[config.mk]
export PLATFORM = sky130hd
export DESIGN_NAME = pipeline_hazard_ctrl
export DESIGN_NICKNAME = d
export VERILOG_FILES = /design/src/rtl/pipeline_hazard_ctrl_pkg.sv /design/src/rtl/pipeline_hazard_ctrl_mem_wait_fsm.sv /design/src/rtl/pipeline_hazard_ctrl.sv
export SDC_FILE = /design/constraint.sdc
export NUM_CORES = 1
export LEC_CHECK = 0
export CAP_MARGIN = 20
export CORE_UTILIZATION = 38
export DETAILED_ROUTE_END_ITERATION = 6
export PLACE_DENSITY_LB_ADDON = 0.15
export SYNTH_ARGS = -nofsm -noshare
export SYNTH_HDL_FRONTEND = slang
export SYNTH_SLANG_ARGS = --single-unit
[constraint.sdc]
create_clock -name clk -period 3.7 [get_ports clk]
set_clock_uncertainty 0.05 [all_clocks]
set_input_delay 0.555 -clock clk [delete_from_list [all_inputs] [get_ports clk]]
set_output_delay 0.555 -clock clk [all_outputs]
set_load 0.01 [all_outputs]
[src/rtl/pipeline_hazard_ctrl_pkg.sv]
// Shared definitions for the pipeline hazard controller: register names,
// memory-wait FSM states and default sizing constants.
package pipeline_hazard_ctrl_pkg;

  typedef logic [4:0] regName_t;

  localparam regName_t REG_ZERO = 5'd0;

  localparam int MEM_TIMEOUT_DEF = 16;
  localparam int CNT_W_DEF       = 32;

  typedef enum logic [1:0] {
    RUN      = 2'd0,
    MEM_WAIT = 2'd1,
    ERROR    = 2'd2
  } hazState_t;

  // True when an ID source operand is live and names the given register.
  function automatic logic src_hit(input logic used, input regName_t rs, input regName_t rd);
    return used && (rs == rd);
  endfunction

endpackage

[src/rtl/pipeline_hazard_ctrl_mem_wait_fsm.sv]
// Data-memory wait sequencer: tracks outstanding accesses, counts wait cycles
// and latches a sticky error when the memory never acknowledges.
module hazard_mem_wait_fsm
  import pipeline_hazard_ctrl_pkg::*;
#(
  parameter int MEM_TIMEOUT = MEM_TIMEOUT_DEF
) (
  input  logic clk,
  input  logic rst,
  input  logic mem_req,
  input  logic mem_ack,
  output logic mem_stall,
  output logic mem_err,
  output logic in_error
);

  localparam logic [7:0] LAST_WAIT = 8'(MEM_TIMEOUT - 1);

  hazState_t  state_q, state_d;
  logic [7:0] wait_cnt_q, wait_cnt_d;
  logic       mem_err_q, mem_err_d;

  always_ff @(posedge clk or posedge rst) begin
    if (rst) begin
      state_q    <= RUN;
      wait_cnt_q <= '0;
      mem_err_q  <= 1'b0;
    end else begin
      state_q    <= state_d;
      wait_cnt_q <= wait_cnt_d;
      mem_err_q  <= mem_err_d;
    end
  end

  // The stall is raised in the request cycle itself so the pipeline never
  // advances past an unacknowledged access.
  always_comb begin
    state_d    = state_q;
    wait_cnt_d = wait_cnt_q;
    mem_err_d  = mem_err_q;
    mem_stall  = 1'b0;
    unique case (state_q)
      RUN: begin
        if (mem_req && !mem_ack) begin
          mem_stall  = 1'b1;
          state_d    = MEM_WAIT;
          wait_cnt_d = '0;
        end
      end
      MEM_WAIT: begin
        if (mem_ack) begin
          state_d = RUN;
        end else begin
          mem_stall = 1'b1;
          if (wait_cnt_q == LAST_WAIT) begin
            state_d   = ERROR;
            mem_err_d = 1'b1;
          end else begin
            wait_cnt_d = wait_cnt_q + 8'd1;
          end
        end
      end
      ERROR: begin
        mem_stall = 1'b1;
      end
      default: begin
        state_d = RUN;
      end
    endcase
  end

  assign mem_err  = mem_err_q;
  assign in_error = (state_q == ERROR);

endmodule

[src/rtl/pipeline_hazard_ctrl.sv]
// Stall/flush sequencer for the 5-stage pipeline. Optional stall counter is
// built only when HAZARD_STALL_CNT_EN is defined.
module pipeline_hazard_ctrl
  import pipeline_hazard_ctrl_pkg::*;
#(
  parameter int MEM_TIMEOUT = MEM_TIMEOUT_DEF,
  parameter int CNT_W       = CNT_W_DEF
) (
  input  logic             clk,
  input  logic             rst,
  input  regName_t         rs1_Id,
  input  regName_t         rs2_Id,
  input  logic             rs1Used_Id,
  input  logic             rs2Used_Id,
  input  regName_t         rd_Ex,
  input  logic             memRead_Ex,
  input  logic             branchTaken_Ex,
  input  logic             memReq_Mem,
  input  logic             memAck,
  output logic             pcEn,
  output logic             ifIdEn,
  output logic             ifIdFlush,
  output logic             idExEn,
  output logic             idExFlush,
  output logic             exMemEn,
  output logic             memWbFlush,
  output logic             dmemReq,
  output logic             memErr,
  output logic [CNT_W-1:0] stallCnt
);

  logic mem_stall;
  logic in_error;
  logic load_use;
  logic branch_eff;
  logic branch_pend_q, branch_pend_d;

  hazard_mem_wait_fsm #(
    .MEM_TIMEOUT(MEM_TIMEOUT)
  ) u_mem_wait (
    .clk      (clk),
    .rst      (rst),
    .mem_req  (memReq_Mem),
    .mem_ack  (memAck),
    .mem_stall(mem_stall),
    .mem_err  (memErr),
    .in_error (in_error)
  );

  always_comb begin
    load_use = memRead_Ex && (rd_Ex != REG_ZERO) &&
               (src_hit(rs1Used_Id, rs1_Id, rd_Ex) || src_hit(rs2Used_Id, rs2_Id, rd_Ex));
  end

  // A taken branch seen while memory stalls is remembered so the redirect
  // still happens on the release cycle even if EX stops reporting it.
  always_comb begin
    branch_pend_d = mem_stall && (branch_pend_q || branchTaken_Ex);
    branch_eff    = branchTaken_Ex || branch_pend_q;
  end

  always_ff @(posedge clk or posedge rst) begin
    if (rst) begin
      branch_pend_q <= 1'b0;
    end else begin
      branch_pend_q <= branch_pend_d;
    end
  end

  always_comb begin
    pcEn       = 1'b1;
    ifIdEn     = 1'b1;
    idExEn     = 1'b1;
    exMemEn    = 1'b1;
    ifIdFlush  = 1'b0;
    idExFlush  = 1'b0;
    memWbFlush = 1'b0;
    dmemReq    = memReq_Mem && !in_error && !rst;
    if (rst) begin
      pcEn       = 1'b0;
      ifIdEn     = 1'b0;
      idExEn     = 1'b0;
      exMemEn    = 1'b0;
      ifIdFlush  = 1'b1;
      idExFlush  = 1'b1;
      memWbFlush = 1'b1;
    end else if (mem_stall) begin
      pcEn       = 1'b0;
      ifIdEn     = 1'b0;
      idExEn     = 1'b0;
      exMemEn    = 1'b0;
      memWbFlush = 1'b1;
    end else if (branch_eff) begin
      ifIdFlush = 1'b1;
      idExFlush = 1'b1;
    end else if (load_use) begin
      pcEn      = 1'b0;
      ifIdEn    = 1'b0;
      idExFlush = 1'b1;
    end
  end

`ifdef HAZARD_STALL_CNT_EN
  logic [CNT_W-1:0] stall_cnt_q, stall_cnt_d;

  always_comb begin
    stall_cnt_d = stall_cnt_q;
    if ((mem_stall || load_use) && (stall_cnt_q != {CNT_W{1'b1}})) begin
      stall_cnt_d = stall_cnt_q + CNT_W'(1);
    end
  end

  always_ff @(posedge clk or posedge rst) begin
    if (rst) begin
      stall_cnt_q <= '0;
    end else begin
      stall_cnt_q <= stall_cnt_d;
    end
  end

  assign stallCnt = stall_cnt_q;
`else
  assign stallCnt = '0;
`endif

endmodule

==> results.sh, run 1 <==
export IMPL_status="complete, no violations"
export IMPL_setup_worst_path_start="memReq_Mem"
export IMPL_hold_buffers=0
export IMPL_dr_first_iter_drc_count=18
export IMPL_rsz0062_at_grt="no"
export IMPL_critPathRequiredTime_ps=3090
export IMPL_avgSynthCellArea_um2=8.65
export IMPL_critPathSlowestCell="clkdlybuf4s50_1"
export IMPL_fin_tns_setup_ps=0
export IMPL_holdCritPathClass="register to register"
export IMPL_totalPowerFinal_mw=0.355
export IMPL_ios=64
export IMPL_syn_cell_area_mm2=0.00103
export IMPL_core_area_mm2=0.00252
export IMPL_rrSetupSlack_ps=1950
export IMPL_die_y_um=54.1
export IMPL_portBuffers=31
export IMPL_grt_pass1_wl_um=2980
export IMPL_post_cts_buffers=0
export IMPL_wl_per_cell_um=11.2
export IMPL_startpoint_type="input port"
export IMPL_rr_endpoint="u_mem_wait.wait_cnt_q[3]$_DFFE_PP0P_"
export IMPL_critPathMostFrequentCell="clkdlybuf4s50_1"
export IMPL_crit_path_cell_trace="clkdlybuf4s50_1, or2_2, a21boi_0, nand2_1, o21ba_2, clkdlybuf4s50_1"
export IMPL_initial_core_util_pct=40.8
export IMPL_wirelength_um=2040
export IMPL_place_ws_ps=526
export IMPL_fmax_mhz=318
export IMPL_num_vias=857
export IMPL_area_growth_pct=23.2
export IMPL_synth_edff_count=0
export IMPL_synth_seq_cells=12
export IMPL_grt_max_degree=10
export IMPL_clock_path_buffers=2
export IMPL_n_antenna_cell=0
export IMPL_p_per_area_mw_per_mm2=280
export IMPL_mostFrequentLayoutCells="32 x conb_1, 31 x clkdlybuf4s50_1, 12 x dfrtp_1"
export IMPL_synthFlopType="dfrtp_1"
export IMPL_critPathMaxStageDelay_ps=550
export IMPL_synth_distinct_cells=32
export IMPL_ir_drop_v=0.000221
export IMPL_numCtsBuffers=3
export IMPL_crit_type="input port to primary output"
export IMPL_antenna_left=0
export IMPL_r2r_start="u_mem_wait.wait_cnt_q[0]$_DFFE_PP0P_"
export IMPL_min_period_over_period_pct=85.0
export IMPL_clk_pin_slew_worst_paths_ps=80
export IMPL_first_pass_iters=4
export IMPL_hold_viol=0
export IMPL_drc=0
export IMPL_htreeDepth=1
export IMPL_cp_max_fo=3
export IMPL_relSlewSlack_pct=52.7
export IMPL_reg2reg_depth=5
export IMPL_vias_per_cell=4.73
export IMPL_min_period_ps=3140
export IMPL_tightestPinTransition_ps=707
export IMPL_async_reset_ff_share_pct=100
export IMPL_cts_tree="done"
export IMPL_hpwl_um=1680
export IMPL_first_global_vias=701
export IMPL_arrival_ps=2540
export IMPL_grt_usage_pct=14.6
export IMPL_cts_root_buf="clkbuf_4"
export IMPL_clock_sinks=12
export IMPL_place_area_mm2=0.00125
export IMPL_ys_warn_count=0
export IMPL_overflow=0
export IMPL_final_nets=177
export IMPL_post_cts_resized=0
export IMPL_std_cell_rows=18
export IMPL_p_leak_nw=0.592
export IMPL_drive_gt1_share_pct=6.62
export IMPL_die_width_um=54.1
export IMPL_drv_slew=0
export IMPL_clk_insertion_delay_late_ps=280
export IMPL_design_die_area_mm2=0.00292
export IMPL_final_common_cell="conb_1"
export IMPL_setup_slack_ps=555
export IMPL_seq_area_frac_synth_pct=29.2
export IMPL_place_congestion=0.741
export IMPL_cap_violations=0
export IMPL_antenna_found_initial=0
export IMPL_crit_path_end_kind="primary output"
export IMPL_setup_viol=0
export IMPL_post_route_cell_area_mm2=0.00127
export IMPL_crit_path_end="ifIdEn"
export IMPL_syn_inst=119
-- routing by layer --
layer  track usage, %  part of all wire [%]  vias to the layer above
met1             18.5                    43                      405
met3             2.54                   4.8                        3
met4             6.41                   1.2                        0
met2             24.1                    51                       36
met5                0                     0                        -
li1                 -                     -                      413
-- layout make-up --
cell class | count | area [µm²]
clock buffer | 3 | 22.5
fill | 264 | 1250
inverter | 4 | 15.0
multi-input combinational | 100 | 576
sequential | 12 | 300
tap | 30 | 37.5
timing repair buffer | 32 | 318
-- power breakdown --
part	switching (mW)	internal [mW]	total (mW)
registers	0.0152	0.145	0.161
clock network	0.0428	0.0377	0.0805
logic	0.0584	0.0557	0.114
total	0.116	0.239	0.355
-- kinds of logic after synthesis --
family	count (synthesis)	synth area share, %
flops	12	29.2
simple gates	37	20.5
other cells	1	0.364
compound gates	17	11.4
fa+ha+maj	1	1.21
buf+inv	38	26.2
xor+xnor	13	11.1
-- how the worst min path moves through the flow --
| stage | startpoint | end | cells past startpoint |
|---|---|---|---|
| finish | u_mem_wait.mem_err$_DFFE_PP0P_ | u_mem_wait.mem_err$_DFFE_PP0P_ | 1 |
| global route | u_mem_wait.mem_err$_DFFE_PP0P_ | u_mem_wait.mem_err$_DFFE_PP0P_ | 1 |
| CTS | u_mem_wait.mem_err$_DFFE_PP0P_ | u_mem_wait.mem_err$_DFFE_PP0P_ | 1 |
| detailed placement | u_mem_wait.mem_err$_DFFE_PP0P_ | u_mem_wait.mem_err$_DFFE_PP0P_ | 1 |
| global placement | u_mem_wait.mem_err$_DFFE_PP0P_ | u_mem_wait.mem_err$_DFFE_PP0P_ | 1 |
| floorplan | rst | branch_pend_q$_DFF_PP0_ | 1 |
-- synthesized netlist by cell type (2+ instances only) --
cell type  number  area, µm²
nor4_1          2       12.5
nand2_1         8       30.0
dfrtp_1        12        300
xnor2_1         2       17.5
nand2b_1        2       12.5
or4_1           4       30.0
buf_4          34        255
nor2_1          7       26.3
o21ai_0         4       20.0
nand3_1         5       25.0
xor2_1         11       96.3
o211ai_1        2       15.0
inv_1           4       15.0
a21oi_1         3       15.0
o31ai_1         2       15.0
-- state kept, by name, indices dropped and copies added, names as in the netlist --
| name | count |
|---|---|
| branch_pend_q | 1 |
| u_mem_wait.state_q | 2 |
| u_mem_wait.wait_cnt_q | 8 |
| u_mem_wait.mem_err | 1 |
-- worst max-delay path, delay by kind of cell --
kind,cells,cell delay (ps)
compound gates,2,580
simple gates,2,440
buf+inv,2,970
-- per-stage QoR --
step,util (%),hold WS (ps),instances
after floorplan,-,396,150
after global placement,49.4,409,178
after detailed placement,49.4,415,178
after CTS,50.3,434,181
after global routing,50.3,458,181
final,50.3,432,181
No activity file was read; power rests on OpenSTA's default activity.
==> inputs of run 2 (changes only) <==
Settings changed: CORE_UTILIZATION 38 to 37.
Clock period 3.7 ns to 3.2 ns, I/O delays scaled along.
==> results.sh, run 2 (same netlist as run 1, synthesis figures left out) <==
export IMPL_first_pass_iters=4
export IMPL_clock_sinks=12
export IMPL_numCtsBuffers=3
export IMPL_first_global_vias=786
export IMPL_critPathSlowestCell="or4_1"
export IMPL_die_y_um=54.8
export IMPL_design_die_area_mm2=0.00300
export IMPL_grt_pass1_wl_um=3070
export IMPL_final_nets=178
export IMPL_cap_violations=0
export IMPL_startpoint_type="input port"
export IMPL_cts_tree="done"
export IMPL_clk_insertion_delay_late_ps=270
export IMPL_hold_buffers=0
export IMPL_arrival_ps=2410
export IMPL_place_congestion=0.720
export IMPL_vias_per_cell=4.75
export IMPL_whs_ps=376
export IMPL_fmax_mhz=340
export IMPL_dr_first_iter_drc_count=9
export IMPL_core_area_mm2=0.00254
export IMPL_tightestPinTransition_ps=518
export IMPL_drv_slew=0
export IMPL_crit_path_end_kind="primary output"
export IMPL_clk_pin_slew_worst_paths_ps=70
export IMPL_overflow=0
export IMPL_p_per_area_mw_per_mm2=340
export IMPL_cts_root_buf="clkbuf_4"
export IMPL_num_vias=869
export IMPL_portBuffers=31
export IMPL_grt_usage_pct=13.9
export IMPL_clock_path_buffers=2
export IMPL_min_period_over_period_pct=91.9
export IMPL_initial_core_util_pct=40.5
export IMPL_ios=64
export IMPL_grt_max_degree=10
export IMPL_relSlewSlack_pct=65.4
export IMPL_reg_top3="u_mem_wait.wait_cnt_q x8, u_mem_wait.state_q x2"
export IMPL_final_common_cell="conb_1"
export IMPL_crit_type="input port to primary output"
export IMPL_largest_reg_flops=8
export IMPL_status="complete, no violations"
export IMPL_drc=0
export IMPL_htreeDepth=1
export IMPL_critPathMaxStageDelay_ps=580
export IMPL_min_period_ps=2940
export IMPL_crit_path_cell_trace="clkdlybuf4s50_1, or4_1, o211ai_1, o21ba_2, clkdlybuf4s50_1"
export IMPL_holdCritPathClass="input port to asynchronous set/reset pin"
export IMPL_die_width_um=54.8
export IMPL_fin_tns_setup_ps=0
export IMPL_std_cell_rows=18
export IMPL_hold_viol=0
export IMPL_area_growth_pct=25.3
export IMPL_wl_per_cell_um=10.7
export IMPL_setup_viol=0
export IMPL_critPathMostFrequentCell="clkdlybuf4s50_1"
export IMPL_wirelength_um=1950
export IMPL_hpwl_um=1640
export IMPL_mostFrequentLayoutCells="32 x conb_1, 31 x clkdlybuf4s50_1, 12 x dfrtp_1"
export IMPL_largest_register="u_mem_wait.wait_cnt_q"
export IMPL_cp_max_fo=3
export IMPL_drive_gt1_share_pct=7.84
export IMPL_critPathRequiredTime_ps=2670
export IMPL_rsz0062_at_grt="no"
export IMPL_ir_drop_v=0.000243
export IMPL_n_antenna_cell=0
export IMPL_antenna_left=0
export IMPL_antenna_found_initial=0
export IMPL_p_leak_nw=0.605
==> run 2: changes by cell type in the layout (fill, tap and decap cells not counted) <==
cell	before	now
buf_4	1	2
a21boi_1	0	1
a21boi_0	1	0
clkbuf_8	0	1
==> run 2: worst paths after layout <==
| path | to | cells past startpoint | start | slack [ps] |
|---|---|---|---|---|
| max | ifIdEn | 5 | rd_Ex[1] | 260 |
| min | branch_pend_q$_DFF_PP0_ | 2 | rst | 380 |
| max reg2reg | u_mem_wait.wait_cnt_q[3]$_DFFE_PP0P_ | 5 | u_mem_wait.wait_cnt_q[0]$_DFFE_PP0P_ | 1430 |
| min reg2reg | u_mem_wait.mem_err$_DFFE_PP0P_ | 1 | u_mem_wait.mem_err$_DFFE_PP0P_ | 420 |
| max in group asynchronous | u_mem_wait.wait_cnt_q[4]$_DFFE_PP0P_ | 3 | rst | 2330 |
| min in group clk | u_mem_wait.mem_err$_DFFE_PP0P_ | 1 | u_mem_wait.mem_err$_DFFE_PP0P_ | 420 |
==> run 2: layout make-up <==
type	count	area, µm²
Clock buffer	4	36.3
Fill cell	257	1250
Inverter	4	15.0
Multi-Input combinational cell	100	576
Sequential cell	12	300
Tap cell	30	37.5
Timing Repair Buffer	33	325
==> run 2: per-stage QoR <==
stage | setup WS, ps | area, µm² | cells | utilization (%) | power [mW]
floorplan | 1040 | 1150 | 150 | - | 0.288
global placement | 215 | 1250 | 179 | 49.3 | 0.317
detailed placement | 158 | 1250 | 179 | 49.3 | 0.319
CTS | 151 | 1290 | 183 | 50.7 | 0.443
global route | 134 | 1290 | 183 | 50.7 | 0.472
finish | 261 | 1290 | 183 | 50.7 | 0.439
==> run 2: worst max-delay path, delay by kind of cell <==
family / cells / cell delay (ps)
and+or+nand+nor: 1 / 580
AOI/OAI and AO/OA: 2 / 340
buffers and inverters: 2 / 1000
==> run 2: what timing repair did <==
item / CTS / global route
setup buffers: 0 / 0
resized for setup: 0 / 1
setup endpoints to repair: 0 / 2
endpoints found under the hold margin: 0 / 0
==> run 2: layer usage <==
metal / wire, µm / share of wire, % / vias to the layer above / global-route usage, %
met3: 164 / 8.4 / 4 / 3.06
met1: 741 / 38 / 412 / 14.2
li1: - / - / 413 / -
met5: 0 / 0 / - / 0
met2: 1020 / 52 / 40 / 26.9
met4: 26 / 1.3 / 0 / 5.13
==> run 2: power breakdown <==
group / internal [mW] / leakage [nW] / total, mW / switching (mW)
logic: 0.0652 / 0.421 / 0.131 / 0.0658
registers: 0.168 / 0.164 / 0.186 / 0.0176
clock network: 0.0692 / 0.0210 / 0.122 / 0.0529
total: 0.302 / 0.605 / 0.439 / 0.136
==> inputs of run 3 (changes only) <==
Settings changed: GPL_ROUTABILITY_DRIVEN set to 0.
==> results of run 3 <==
Final layout, timing and power as in run 2 (identical DEF).
